[config.mk]
export PLATFORM = sky130hd
export DESIGN_NAME = pvtmon_drp_poller
export DESIGN_NICKNAME = d
export VERILOG_FILES = /design/src/rtl/pvtmon_pkg.sv /design/src/rtl/pvtmon_interval_timer.sv /design/src/rtl/pvtmon_drp_poller.sv
export SDC_FILE = /design/constraint.sdc
export NUM_CORES = 1
export LEC_CHECK = 0
export BUFFER_PORTS_ARGS = -buffer_cell sky130_fd_sc_hd__buf_2
export CAP_MARGIN = 20
export CORE_AREA = 2 2 185 187
export CTS_BUF_LIST = sky130_fd_sc_hd__clkbuf_4
export DETAILED_ROUTE_END_ITERATION = 8
export DIE_AREA = 0 0 187 189
export PLACE_DENSITY = 0.82
export SKIP_LAST_GASP = 1
export SYNTH_ARGS = -nofsm -noshare
export SYNTH_HDL_FRONTEND = slang
export SYNTH_HIERARCHICAL = 1
export SYNTH_SLANG_ARGS = --single-unit
export TNS_END_PERCENT = 30
[constraint.sdc]
create_clock -name S_AXI_ACLK -period 5.1 [get_ports S_AXI_ACLK]
set_input_delay 1.02 -clock S_AXI_ACLK [delete_from_list [all_inputs] [get_ports S_AXI_ACLK]]
set_output_delay 1.02 -clock S_AXI_ACLK [all_outputs]
set_load 0.005 [all_outputs]
[src/rtl/pvtmon_pkg.sv]
// Shared definitions for the pvtmon DRP poller.
//   - FSM state encoding
//   - power_status word layout (as a packed struct plus bit positions)
//   - default XADC/SYSMON DRP address table, byte i = channel i
//     ([6:0] DRP address, [7] = channel disabled)
package pvtmon_pkg;

    typedef enum logic [2:0] {
        ST_IDLE,
        ST_SEL,
        ST_REQ,
        ST_WAIT,
        ST_NEXT
    } state_t;

    localparam int DATA_LSB  = 0;
    localparam int SEQ_LSB   = 16;
    localparam int TO_BIT    = 30;
    localparam int VALID_BIT = 31;

    // Field order matches the bit positions above (MSB first).
    typedef struct packed {
        logic        valid;
        logic        timed_out;
        logic [5:0]  rsvd;
        logic [7:0]  seq;
        logic [15:0] data;
    } status_word_t;

    localparam logic [7:0] ADDR_TEMP    = 8'h00;
    localparam logic [7:0] ADDR_VCCINT  = 8'h01;
    localparam logic [7:0] ADDR_VCCAUX  = 8'h02;
    localparam logic [7:0] ADDR_VCCBRAM = 8'h06;
    localparam logic [7:0] ADDR_VCCPINT = 8'h0D;
    localparam logic [7:0] ADDR_VCCPAUX = 8'h0E;
    localparam logic [7:0] ADDR_VCCODDR = 8'h0F;
    localparam logic [7:0] ADDR_VAUX0   = 8'h10;

    localparam int DEF_NUM_CHAN = 13;

    // Channel 0 sits in the least significant byte.
    localparam logic [DEF_NUM_CHAN*8-1:0] DEF_CHAN_ADDRS = {
        ADDR_VAUX0 + 8'd5, ADDR_VAUX0 + 8'd4, ADDR_VAUX0 + 8'd3,
        ADDR_VAUX0 + 8'd2, ADDR_VAUX0 + 8'd1, ADDR_VAUX0,
        ADDR_VCCODDR, ADDR_VCCPAUX, ADDR_VCCPINT, ADDR_VCCBRAM,
        ADDR_VCCAUX, ADDR_VCCINT, ADDR_TEMP
    };

endpackage

[src/rtl/pvtmon_interval_timer.sv]
// Loadable down-counter that holds at zero.
//   clk, rst_n : clock, async active-low reset (reset loads LOAD_VAL)
//   load       : reload LOAD_VAL (wins over dec)
//   dec        : decrement by one unless already zero
//   done       : counter is zero
module pvtmon_interval_timer #(
    parameter int           W        = 32,
    parameter logic [W-1:0] LOAD_VAL = '0
) (
    input  logic clk,
    input  logic rst_n,
    input  logic load,
    input  logic dec,
    output logic done
);

    logic [W-1:0] cnt;

    always_ff @(posedge clk or negedge rst_n) begin
        if (!rst_n)
            cnt <= LOAD_VAL;
        else if (load)
            cnt <= LOAD_VAL;
        else if (dec && (cnt != '0))
            cnt <= cnt - 1'b1;
    end

    assign done = (cnt == '0);

endmodule

[src/rtl/pvtmon_drp_poller.sv]
// Round-robin DRP poller feeding the pvtmon register slave. Each enabled
// channel is read once per sweep and its result packed into one 32-bit word
// of power_status. Runs on S_AXI_ACLK, so power_status needs no CDC.
//   S_AXI_ACLK, S_AXI_ARESETN : clock, async active-low reset
//   enable                    : permit new sweeps (a running sweep always completes)
//   drp_*                     : DRP master, read-only (dwe/di tied 0)
//   power_status              : word i = status of channel i
//   sweep_done                : 1-cycle pulse at the end of each sweep
//   timeout_count             : saturating count of abandoned DRP reads
module pvtmon_drp_poller
    import pvtmon_pkg::*;
#(
    parameter int                         NUM_POWER_REG = 13,
    parameter logic [NUM_POWER_REG*8-1:0] CHAN_ADDRS    = DEF_CHAN_ADDRS,
    parameter logic [31:0]                POLL_INTERVAL = 32'd1_000_000,
    parameter logic [7:0]                 DRP_TIMEOUT   = 8'd255
) (
    input  logic                         S_AXI_ACLK,
    input  logic                         S_AXI_ARESETN,
    input  logic                         enable,
    output logic                         drp_den,
    output logic                         drp_dwe,
    output logic [6:0]                   drp_daddr,
    output logic [15:0]                  drp_di,
    input  logic [15:0]                  drp_do,
    input  logic                         drp_drdy,
    output logic [NUM_POWER_REG*32-1:0]  power_status,
    output logic                         sweep_done,
    output logic [15:0]                  timeout_count
);

    localparam int IDX_W = (NUM_POWER_REG > 1) ? $clog2(NUM_POWER_REG) : 1;
    localparam logic [IDX_W-1:0] LAST_IDX = IDX_W'(NUM_POWER_REG - 1);

    state_t         state;
    logic [IDX_W-1:0] idx;
    logic [7:0]     timer;
    logic           ivl_done;
    logic           ivl_load;
    logic           ivl_dec;
    logic           timer_expired;
    logic [7:0]     chan_tbl [NUM_POWER_REG];
    logic [7:0]     cur_byte;
    status_word_t   words    [NUM_POWER_REG];

    assign drp_dwe = 1'b0;
    assign drp_di  = '0;

    for (genvar g = 0; g < NUM_POWER_REG; g++) begin : g_chan
        assign chan_tbl[g]              = CHAN_ADDRS[g*8 +: 8];
        assign power_status[g*32 +: 32] = words[g];
    end

    assign cur_byte = chan_tbl[idx];

    // timer counts WAIT cycles already spent; the read is abandoned once
    // DRP_TIMEOUT WAIT cycles have gone by without drdy.
    assign timer_expired = ({1'b0, timer} + 9'd1) >= {1'b0, DRP_TIMEOUT};

    assign ivl_dec  = (state == ST_IDLE);
    assign ivl_load = (state == ST_NEXT) && (idx == LAST_IDX);

    pvtmon_interval_timer #(
        .W        (32),
        .LOAD_VAL (POLL_INTERVAL)
    ) u_ivl (
        .clk   (S_AXI_ACLK),
        .rst_n (S_AXI_ARESETN),
        .load  (ivl_load),
        .dec   (ivl_dec),
        .done  (ivl_done)
    );

    // Every field of a word is written on the same edge, so the register
    // slave never observes a partially updated word.
    always_ff @(posedge S_AXI_ACLK or negedge S_AXI_ARESETN) begin
        if (!S_AXI_ARESETN) begin
            state         <= ST_IDLE;
            idx           <= '0;
            timer         <= '0;
            drp_den       <= 1'b0;
            drp_daddr     <= '0;
            sweep_done    <= 1'b0;
            timeout_count <= '0;
            for (int i = 0; i < NUM_POWER_REG; i++)
                words[i] <= '0;
        end else begin
            drp_den    <= 1'b0;
            sweep_done <= 1'b0;
            case (state)
                ST_IDLE: begin
                    if (ivl_done && enable) begin
                        idx   <= '0;
                        state <= ST_SEL;
                    end
                end
                ST_SEL: begin
                    if (cur_byte[7]) begin
                        state <= ST_NEXT;
                    end else begin
                        drp_den   <= 1'b1;
                        drp_daddr <= cur_byte[6:0];
                        state     <= ST_REQ;
                    end
                end
                ST_REQ: begin
                    timer <= '0;
                    state <= ST_WAIT;
                end
                ST_WAIT: begin
                    // drdy has priority over a coinciding timeout.
                    if (drp_drdy) begin
                        words[idx].data      <= drp_do;
                        words[idx].seq       <= words[idx].seq + 8'd1;
                        words[idx].valid     <= 1'b1;
                        words[idx].timed_out <= 1'b0;
                        state                <= ST_NEXT;
                    end else if (timer_expired) begin
                        words[idx].timed_out <= 1'b1;
                        if (timeout_count != 16'hFFFF)
                            timeout_count <= timeout_count + 16'd1;
                        state <= ST_NEXT;
                    end else begin
                        timer <= timer + 8'd1;
                    end
                end
                ST_NEXT: begin
                    if (idx == LAST_IDX) begin
                        sweep_done <= 1'b1;
                        state      <= ST_IDLE;
                    end else begin
                        idx   <= idx + 1'b1;
                        state <= ST_SEL;
                    end
                end
                default: state <= ST_IDLE;
            endcase
        end
    end

endmodule

==> flow_summary.json, run 1 <==
{
  "status": "complete, no violations",
  "cts_setup_buffers": 0,
  "p_clk_frac": 0.233,
  "grt.overflow.total": 0,
  "startpoint_type": "flop",
  "tritoncts": "yes",
  "p_leak_nw": 11.6,
  "stdcell_area_um2": 21500,
  "antenna_found_initial": 1,
  "vias": 14800,
  "fin_util": 0.646,
  "p_sw_frac": 0.364,
  "power_density_nw_per_um2": 535,
  "synth.top_cells.by_area": "dfrtp_1 55%, mux2_2 8.9%, nand2_1 8.3%",
  "clk_transition_reported_paths_ps": 70,
  "synth_area_per_cell_um2": 10.7,
  "period_minus_slack_ps": 3980,
  "p_seq_frac": 0.447,
  "hpwl_mm": 37.1,
  "clock_skew_ps": 44.1,
  "grt_max_degree": 125,
  "core-area_um2": 33300,
  "synth.yosys.warnings": 6,
  "period_share": 0.780,
  "final_nets": 2132,
  "cts_buffers": 101,
  "p_comb_frac": 0.320,
  "drv_slew": 0,
  "synth_edf_count": 0,
  "cts-resized-gates": 0,
  "ys_types": 69,
  "die_w_um": 187,
  "switchingPower_w": 0.00419,
  "drive_above_1_share": 0.347,
  "clock.fmax_mhz": 251,
  "pre_cts_slack_ps": 1200,
  "worstPathRequired_ps": 5730,
  "totalWireLength_mm": 54.0,
  "syn-cell-area_um2": 18200,
  "n_fill_cell": 2638,
  "setup_viol": 0,
  "totalPowerFinal_w": 0.0115,
  "grt_pass1_vias": 14600,
  "postSynthRegisterBits": 408,
  "synth_top_area_cell": "dfrtp_1",
  "crit_start": "idx[3]",
  "firstDrtPassIters": 9,
  "critPathKind": "reg2reg",
  "pin_count": 478,
  "row_count": 67,
  "hold_viol_final": 0,
  "drtAntennaViolNets": 0,
  "final.setup.worst_slack_ps": 1120,
  "cts_root_buffer": "clkbuf_4",
  "dieHeight_um": 189,
  "p_int_w": 0.00732,
  "routedWlPerCell_um": 20.6,
  "synth.most_common_cell": "nand2_1",
  "worstSkewPairLatency_ps": 800,
  "synth_ff_type": "dfrtp_1",
  "start_util": 0.548,
  "worstPathArrival_ps": 4610,
  "grt_pass1_wl_mm": 83.6,
  "async_reset_ff_frac": 1.00,
  "postCtsHoldBufs": 0,
  "crit_path_end_kind": "flop",
  "viasPerCell": 5.65,
  "fin_tns_setup_ps": 0,
  "dr.first_iter.drc_count": 1233,
  "cap_violations": 0,
  "drc_errors": 0,
  "max_slew_margin": 0.276,
  "port_buffers": 380,
  "rrSetupSlack_ps": 1120,
  "gr-usage-all-layers": 0.306,
  "die_area_um2": 35300,
  "area_delta_synth_final_pct": 17.8,
  "hp-class": "in2async",
  "gp_congestion": 0.896,
  "h-tree-depth": 3,
  "ys_seq_area_frac": 0.560,
  "clk_path_buf_depth": 3,
  "rr_worst_depth": 9,
  "synth_top_area_frac": 0.550,
  "place_area_um2": 20100,
  "synth_cells": 1701,
  "irDropWorstVdd_uv": 342,
  "rsz0062_at_grt": "no",
  "cp_max_fo": 29,
  "netlist_top_cells_count": "405 x nand2_1, 401 x dfrtp_1, 145 x mux2_2",
  "cts.sinks": 408,
  "worstMarginPinSlew_ps": 1080,
  "r2r_end": "power_status[86]",
  "r2r-start": "idx[3]"
}
==> power groups by stage <==
stage          clock network (W)  logic (W)  registers (W)
2_1_floorplan                  0    0.00209        0.00501
3_3_place_gp                   0    0.00351        0.00510
3_5_place_dp                   0    0.00364        0.00516
4_1_cts                  0.00275    0.00365        0.00513
5_1_grt                  0.00292    0.00400        0.00528
6_report                 0.00268    0.00368        0.00515
==> cells in the final DEF (no fill, tap or decap), types with 18 or more instances in the layout <==
master and n:
buf_2 379, or4_1 27, conb_1 97, nand3_1 24, clkinv_1 18, mux2_2 145
clkbuf_4 144, o21ai_0 66, buf_4 20, nand2_1 405, a31oi_1 27, a21oi_1 26
mux2i_1 40, o31ai_1 26, o22ai_1 18, nor2_1 51, xnor2_1 23, dfrtp_1 400
==> metal layers <==
layer  vias to the layer above  routed length, µm  track usage
met3                       136               4860       0.0803
li1                       6497                  -            -
met5                         -                  0            0
met1                      7328              21300        0.389
met4                         0               1900        0.138
met2                       830              26000        0.495
==> critical path, cell delays in order, from the launching register on <==
cell	delay, ps
dfrtp_1	860
nand3b_1	380
o22ai_1	150
nor4_1	590
inv_1	350
ha_1	330
o41ai_1	80
nor4_1	120
xnor2_1	750
o21ai_0	220
==> per-stage QoR <==
| stage | std cells | hold slack, ps |
|---|---|---|
| 2_1_floorplan | 1797 | 459 |
| 3_3_place_gp | 2438 | 443 |
| 4_1_cts | 2613 | 307 |
| 3_5_place_dp | 2440 | 447 |
| 6_report | 2619 | 329 |
| 5_1_grt | 2619 | 359 |
==> worst max-delay path by stage <==
stage                   endpoint  slack (ps)  cells after the start
6_report        power_status[86]        1120                      9
3_5_place_dp   power_status[150]        1200                      9
2_1_floorplan   power_status[22]        2000                     14
3_3_place_gp   power_status[374]        1270                      9
5_1_grt        power_status[342]         810                      9
4_1_cts        power_status[150]        1200                      9
==> kinds of logic after synthesis <==
kind of cell | synth area share
xor+xnor | 0.0130
flops | 0.560
simple gates | 0.156
other cells | 0.000205
buf+inv | 0.0705
mux | 0.118
fa+ha+maj | 0.00823
compound gates | 0.0736
==> final cells by class <==
type,instances,area [µm²],area share
clock inverters,29,163,0.00757
flip-flops and latches,408,10200,0.476
clock buffers,144,1080,0.0503
well taps,448,561,0.0261
diodes,1,2.50,0.000116
inverters,16,60.1,0.00279
multi-input cells,1163,7110,0.331
repair buffers,410,2290,0.107
==> state kept, by name, indices dropped and copies added (netlist names) <==
signal / cells
drp_daddr: 5
drp_den: 1
idx: 4
power_status: 338
state: 3
sweep_done: 1
timeout_count: 16
timer: 8
u_ivl/cnt: 32
Power figures use the tool's default switching activity.
==> inputs of run 2 (changes only) <==
--- a/config.mk
+++ b/config.mk
@@ -5,13 +5,14 @@
 export SDC_FILE = /design/constraint.sdc
 export NUM_CORES = 1
 export LEC_CHECK = 0
+export ABC_AREA = 1
 export BUFFER_PORTS_ARGS = -buffer_cell sky130_fd_sc_hd__buf_2
 export CAP_MARGIN = 20
-export CORE_AREA = 2 2 185 187
+export CORE_AREA = 2 2 199 201
 export CTS_BUF_LIST = sky130_fd_sc_hd__clkbuf_4
 export DETAILED_ROUTE_END_ITERATION = 8
-export DIE_AREA = 0 0 187 189
-export PLACE_DENSITY = 0.82
+export DIE_AREA = 0 0 201 203
+export PLACE_DENSITY = 0.78
 export SKIP_LAST_GASP = 1
 export SYNTH_ARGS = -nofsm -noshare
 export SYNTH_HDL_FRONTEND = slang
==> constraint.sdc (replaced) <==
create_clock -name S_AXI_ACLK -period 3.4 [get_ports S_AXI_ACLK]
set_input_delay 0.68 -clock S_AXI_ACLK [delete_from_list [all_inputs] [get_ports S_AXI_ACLK]]
set_output_delay 0.68 -clock S_AXI_ACLK [all_outputs]
set_load 0.005 [all_outputs]
==> run 2 against run 1 <==
Net effect:
- sequential cell count unchanged
- non-clock buffer count increased by 5
- critical path depth increased by 2
- area after synthesis increased by 5.0%
- global-route usage decreased by 0.97 points
- combinational power increased by 31%
- via count increased by 15%
- final area increased by 5.0%
- critical endpoint is now power_status[340]
==> flow_summary.json, run 2 <==
{
  "min_from": "enable",
  "gr-usage-all-layers": 0.296,
  "cts.sinks": 408,
  "period_minus_slack_ps": 2780,
  "final_nets": 2707,
  "max_slew_margin": 0.301,
  "power_density_nw_per_um2": 695,
  "grt_pass1_vias": 16700,
  "rrSetupSlack_ps": 620,
  "status": "complete, no violations",
  "hpwl_mm": 42.9,
  "ys_seq_area_frac": 0.533,
  "synth_compound_area_frac": 0.101,
  "ys_types": 48,
  "switchingPower_w": 0.00602,
  "layout_common_cells": "642 x nand2_1, 400 x dfrtp_1, 379 x buf_2",
  "rsz0062_at_grt": "no",
  "cts_setup_buffers": 0,
  "die_area_um2": 40800,
  "cap_violations": 0,
  "synth.yosys.warnings": 6,
  "muxShareOfSynthArea": 0,
  "period_share": 0.819,
  "tritoncts": "yes",
  "hold_viol_final": 0,
  "max_stage_delay_ps": 470,
  "fin_tns_setup_ps": 0,
  "p_comb_frac": 0.307,
  "totalWireLength_mm": 60.5,
  "hold_depth": 3,
  "worstPathArrival_ps": 3450,
  "firstDrtPassIters": 6,
  "worst-path-buf-inv": 1,
  "pin_count": 478,
  "irDropWorstVdd_uv": 369,
  "crit_start": "idx[0]",
  "synth_top_area_cell": "dfrtp_1",
  "row_count": 72,
  "hold_end": "state[0]",
  "clock.fmax_mhz": 359,
  "netlist_top_cells_count": "645 x nand2_1, 401 x dfrtp_1, 275 x o21ai_0",
  "drtAntennaViolNets": 0,
  "worstMarginPinSlew_ps": 1040,
  "viasPerCell": 5.20,
  "synth_adder_area_share": 0.00784,
  "synth_top_family_by_area": "simple AND/OR/NAND/NOR gates",
  "cp_max_fo": 51,
  "worstPathRequired_ps": 4070,
  "cts_buffers": 106,
  "hp-class": "in2reg",
  "vias": 17100,
  "synth-xor-area-share": 0.0136,
  "drv_slew": 0,
  "dr.first_iter.drc_count": 1327,
  "area_delta_synth_final_pct": 17.8,
  "drive_above_1_share": 0.252,
  "synth.most_common_cell": "nand2_1",
  "setup_viol": 0,
  "core-area_um2": 38500,
  "dieHeight_um": 203,
  "routedWlPerCell_um": 18.5,
  "p_int_w": 0.00967,
  "synth_edf_count": 0,
  "p_leak_nw": 12.2,
  "h-tree-depth": 3,
  "crit_path_end_kind": "flop",
  "rr_worst_depth": 11,
  "start_util": 0.498,
  "gp_congestion": 0.928,
  "place_area_um2": 21100,
  "p_sw_frac": 0.384,
  "layout_commonest_cell": "nand2_1",
  "synth_cells": 2265,
  "startpoint_type": "flop",
  "r2r-start": "idx[0]",
  "port_buffers": 380,
  "synth_ff_type": "dfrtp_1",
  "syn-cell-area_um2": 19200,
  "die_w_um": 201,
  "synth_top_area_frac": 0.524,
  "grt_max_degree": 96,
  "crit_family": "simple AND/OR/NAND/NOR gates",
  "p_clk_frac": 0.292,
  "drc_errors": 0,
  "crit_path_cell_trace": "buf_4 -> nor2_1 -> nor2_1 -> o21ai_0 -> nand2_1 -> nand2_1 -> nand4_1 -> ha_1 -> nand3_2 -> nand3_1 -> o21ai_1",
  "crit_cells": 11,
  "clock_skew_ps": 54.5,
  "stdcell_area_um2": 22600,
  "synth_area_per_cell_um2": 8.46,
  "critPathKind": "reg2reg",
  "grt.overflow.total": 0,
  "clk_path_buf_depth": 3,
  "antenna_found_initial": 2,
  "synth-simple-area-share": 0.229,
  "grt_pass1_wl_mm": 93.8,
  "largest_reg_flops": 338,
  "clk_transition_reported_paths_ps": 60,
  "cp_slowest_cell": "buf_4",
  "cts_root_buffer": "clkbuf_4",
  "p_seq_frac": 0.401,
  "r2r_end": "power_status[340]",
  "postSynthRegisterBits": 408,
  "async_reset_ff_frac": 1.00,
  "worstSkewPairLatency_ps": 830,
  "synth.top_cells.by_area": "dfrtp_1 52%, nand2_1 13%, o21ai_0 7.2%"
}
==> run 2: cell types whose count changed after synthesis, moves of 40 or more <==
cell | before | now
mux2_2 | 145 | 0
mux2i_1 | 40 | 0
nand3_1 | 24 | 126
nor2_1 | 52 | 135
inv_1 | 16 | 225
nand2_1 | 405 | 645
o21ai_0 | 66 | 275
==> run 2: layout make-up <==
| class | instances | area [µm²] |
|---|---|---|
| repair buffers | 415 | 2240 |
| diodes | 1 | 2.50 |
| clock inverters | 27 | 225 |
| inverters | 231 | 872 |
| well taps | 518 | 648 |
| multi-input cells | 1513 | 7120 |
| clock buffers | 164 | 1230 |
| fillers | 3500 | 15900 |
| flip-flops and latches | 408 | 10200 |
==> run 2: worst max path at each step <==
stage / endpoint / slack, ps
3_5_place_dp: power_status[148] / 750
5_1_grt: power_status[116] / 400
2_1_floorplan: u_ivl/cnt[25] / 850
4_1_cts: power_status[340] / 700
3_3_place_gp: power_status[148] / 850
6_report: power_status[340] / 620
==> run 2: logic make-up after synthesis <==
group,count (synthesis)
AOI/OAI and AO/OA,363
xor gates and xnor gates,29
adders and majority gates,12
buffers and inverters,440
DFF,408
other,1
and+or+nand+nor,1012
==> run 2: power groups by stage <==
| stage | Sequential (W) | Combinational (W) | Clock, W |
|---|---|---|---|
| 2_1_floorplan | 0.00621 | 0.00330 | 0 |
| 3_3_place_gp | 0.00633 | 0.00463 | 0 |
| 3_5_place_dp | 0.00634 | 0.00478 | 0 |
| 4_1_cts | 0.00627 | 0.00480 | 0.00468 |
| 5_1_grt | 0.00637 | 0.00542 | 0.00495 |
| 6_report | 0.00629 | 0.00482 | 0.00458 |
==> run 2: metrics by stage <==
| step | utilization | total power, W | instances | worst slack (ps) | hold slack [ps] |
|---|---|---|---|---|---|
| 3_5_place_dp | 0.548 | 0.0111 | 3084 | 754 | 460 |
| 6_report | 0.587 | 0.0157 | 3277 | 616 | 207 |
| 3_3_place_gp | 0.548 | 0.0110 | 3084 | 848 | 447 |
| 5_1_grt | 0.587 | 0.0167 | 3277 | 403 | 189 |
| 2_1_floorplan | - | 0.00952 | 2361 | 852 | 384 |
| 4_1_cts | 0.586 | 0.0157 | 3276 | 697 | 141 |
==> run 2: per-layer routing <==
| layer | wire [µm] | GRT usage | up-vias |
|---|---|---|---|
| met4 | 2060 | 0.125 | 0 |
| met3 | 6610 | 0.0947 | 128 |
| li1 | - | - | 7863 |
| met1 | 23100 | 0.365 | 8176 |
| met5 | 0 | 0 | - |
| met2 | 28700 | 0.482 | 887 |
==> run 2: what timing repair did <==
action,4_1_cts,5_1_grt
hold buffers,1,0
gates resized for setup,0,0
hold endpoints to repair,77,0
==> run 2: worst register-to-register path: cells and delay by family, from the launching register on <==
family / cells / cell delay, ps
and+or+nand+nor: 7 / 1210
buffers and inverters: 1 / 470
adders and majority gates: 1 / 400
DFF: 1 / 380
AOI/OAI and AO/OA: 2 / 180
==> inputs of run 3 (changes only) <==
--- a/config.mk
+++ b/config.mk
@@ -8,11 +8,11 @@
 export ABC_AREA = 1
 export BUFFER_PORTS_ARGS = -buffer_cell sky130_fd_sc_hd__buf_2
 export CAP_MARGIN = 20
-export CORE_AREA = 2 2 199 201
+export CORE_AREA = 2 2 190 192
 export CTS_BUF_LIST = sky130_fd_sc_hd__clkbuf_4
 export DETAILED_ROUTE_END_ITERATION = 8
-export DIE_AREA = 0 0 201 203
-export PLACE_DENSITY = 0.78
+export DIE_AREA = 0 0 192 194
+export PLACE_DENSITY = 0.81
 export SKIP_LAST_GASP = 1
 export SYNTH_ARGS = -nofsm -noshare
 export SYNTH_HDL_FRONTEND = slang
==> constraint.sdc (replaced) <==
create_clock -name S_AXI_ACLK -period 2.8 [get_ports S_AXI_ACLK]
set_input_delay 0.56 -clock S_AXI_ACLK [delete_from_list [all_inputs] [get_ports S_AXI_ACLK]]
set_output_delay 0.56 -clock S_AXI_ACLK [all_outputs]
set_load 0.005 [all_outputs]
==> run 3 against run 2 <==
Net effect:
- worst setup slack worse by 380 ps
- cell count decreased by 1.8%
- critical path type unchanged
- fmax increased by 8.6%
- highest routed layer unchanged
- sequential cell count stayed put
- first-iteration DRC count shrank 5.6%
- core utilization grew 5.0 points
- via count down 1.5%
- die area is 8.7% lower
- clock power rose by 13%
- clock-buffer cell count shrank 3
- global-route usage increased by 1.6 points
==> flow_summary.json, run 3 (synthesis results as in run 2) <==
{
  "cts_root_buffer": "clkbuf_4",
  "antenna_found_initial": 1,
  "critPathKind": "reg2reg",
  "cap_violations": 0,
  "p_leak_nw": 12.2,
  "vias": 16800,
  "clk_transition_reported_paths_ps": 60,
  "power_density_nw_per_um2": 830,
  "startpoint_type": "flop",
  "largest_reg_flops": 338,
  "clock_skew_ps": 40.5,
  "status": "complete, no violations",
  "port_buffers": 380,
  "final_nets": 2713,
  "max_slew_margin": 0.449,
  "drc_errors": 0,
  "crit_path_end_kind": "flop",
  "worstSkewPairLatency_ps": 810,
  "clk_path_buf_depth": 3,
  "crit_family": "simple AND/OR/NAND/NOR gates",
  "hpwl_mm": 41.2,
  "hold_viol_final": 0,
  "firstDrtPassIters": 6,
  "worstMarginPinSlew_ps": 819,
  "core-area_um2": 35200,
  "layout_commonest_cell": "nand2_1",
  "gp_congestion": 0.911,
  "totalWireLength_mm": 57.4,
  "place_area_um2": 21000,
  "grt_pass1_wl_mm": 90.4,
  "grt_pass1_vias": 16700,
  "period_minus_slack_ps": 2560,
  "start_util": 0.544,
  "die_w_um": 192,
  "cts_buffers": 108,
  "worstPathRequired_ps": 3460,
  "clock.fmax_mhz": 390,
  "hp-class": "in2reg",
  "rsz0062_at_grt": "no",
  "viasPerCell": 5.22,
  "dieHeight_um": 194,
  "final_cells": 3218,
  "worstPathArrival_ps": 3220,
  "irDropWorstVdd_uv": 522,
  "fin_tns_setup_ps": 0,
  "row_count": 69,
  "drive_above_1_share": 0.250,
  "timing.hold.ws_ps": 112,
  "grt.overflow.total": 0,
  "period_share": 0.916,
  "layout_common_cells": "644 x nand2_1, 400 x dfrtp_1, 379 x buf_2",
  "totalPowerFinal_w": 0.0186,
  "grt_max_degree": 98,
  "area_delta_synth_final_pct": 16.9,
  "drtAntennaViolNets": 0,
  "crit_path_cell_trace": "inv_4 -> nand2_1 -> nor2_4 -> inv_2 -> nor2_4 -> a21oi_2 -> nand2_4 -> ha_1 -> nand3_2 -> nand3_1 -> o21ai_1",
  "place_inst": 3031,
  "crit_top_cell": "nor2_4",
  "tritoncts": "yes",
  "drv_slew": 0,
  "h-tree-depth": 3,
  "setup_viol": 0,
  "routedWlPerCell_um": 17.8,
  "cp_slowest_cell": "dfrtp_2",
  "cp_max_fo": 23,
  "cts.sinks": 408,
  "die_area_um2": 37200,
  "cts-resized-gates": 0,
  "stdcell_area_um2": 22400,
  "dr.first_iter.drc_count": 1253,
  "max_stage_delay_ps": 510,
  "worst-path-buf-inv": 2,
  "pin_count": 478,
  "gr-usage-all-layers": 0.312
}
[run 3: metrics by stage]
step,util,setup WS (ps)
floorplan,-,252
global route,0.636,11.6
finish,0.636,237
global placement,0.598,388
CTS,0.636,237
detailed placement,0.598,264
[run 3: final cells by class]
class,instances,area [µm²]
Inverter,231,872
Sequential cell,408,10200
Antenna cell,1,2.50
Multi-Input combinational cell,1513,7120
Clock inverter,24,139
Fill cell,3113,12800
Timing Repair Buffer,419,2270
Tap cell,461,577
Clock buffer,161,1210
[run 3: metal layers]
layer  GRT usage  vias up  part of all wire
li1            -     7870                 -
met2       0.500      817              0.47
met3      0.0889      155              0.10
met1       0.393     7964              0.39
met5           0        -                 0
met4       0.140        0             0.039
[run 3: worst paths after layout]
| check | from | end | slack (ps) | cells after the start |
|---|---|---|---|---|
| max in group asynchronous | S_AXI_ARESETN | power_status[203] | 1660 | 3 |
| min in group asynchronous | S_AXI_ARESETN | u_ivl/cnt[8] | 260 | 2 |
| min reg2reg | power_status[415] | power_status[415] | 460 | 1 |
| max reg2reg | idx[0] | power_status[372] | 240 | 11 |
| min | enable | state[0] | 110 | 3 |
| max | idx[0] | power_status[372] | 240 | 11 |
[run 3: power breakdown]
part	total (W)	switching, W	internal (W)
Sequential	0.00760	0.000764	0.00683
Combinational	0.00581	0.00387	0.00194
Clock	0.00518	0.00247	0.00270
Total	0.0186	0.00710	0.0115
[run 3: repair_timing]
item | CTS | global route
setup buffers | 0 | 0
hold endpoints to repair | 136 | 0
hold buffers | 1 | 0
[run 3: worst min-delay path, cell delays in order]
cell and delay (ps):
buf_2 100, a211oi_1 70, a31oi_1 130
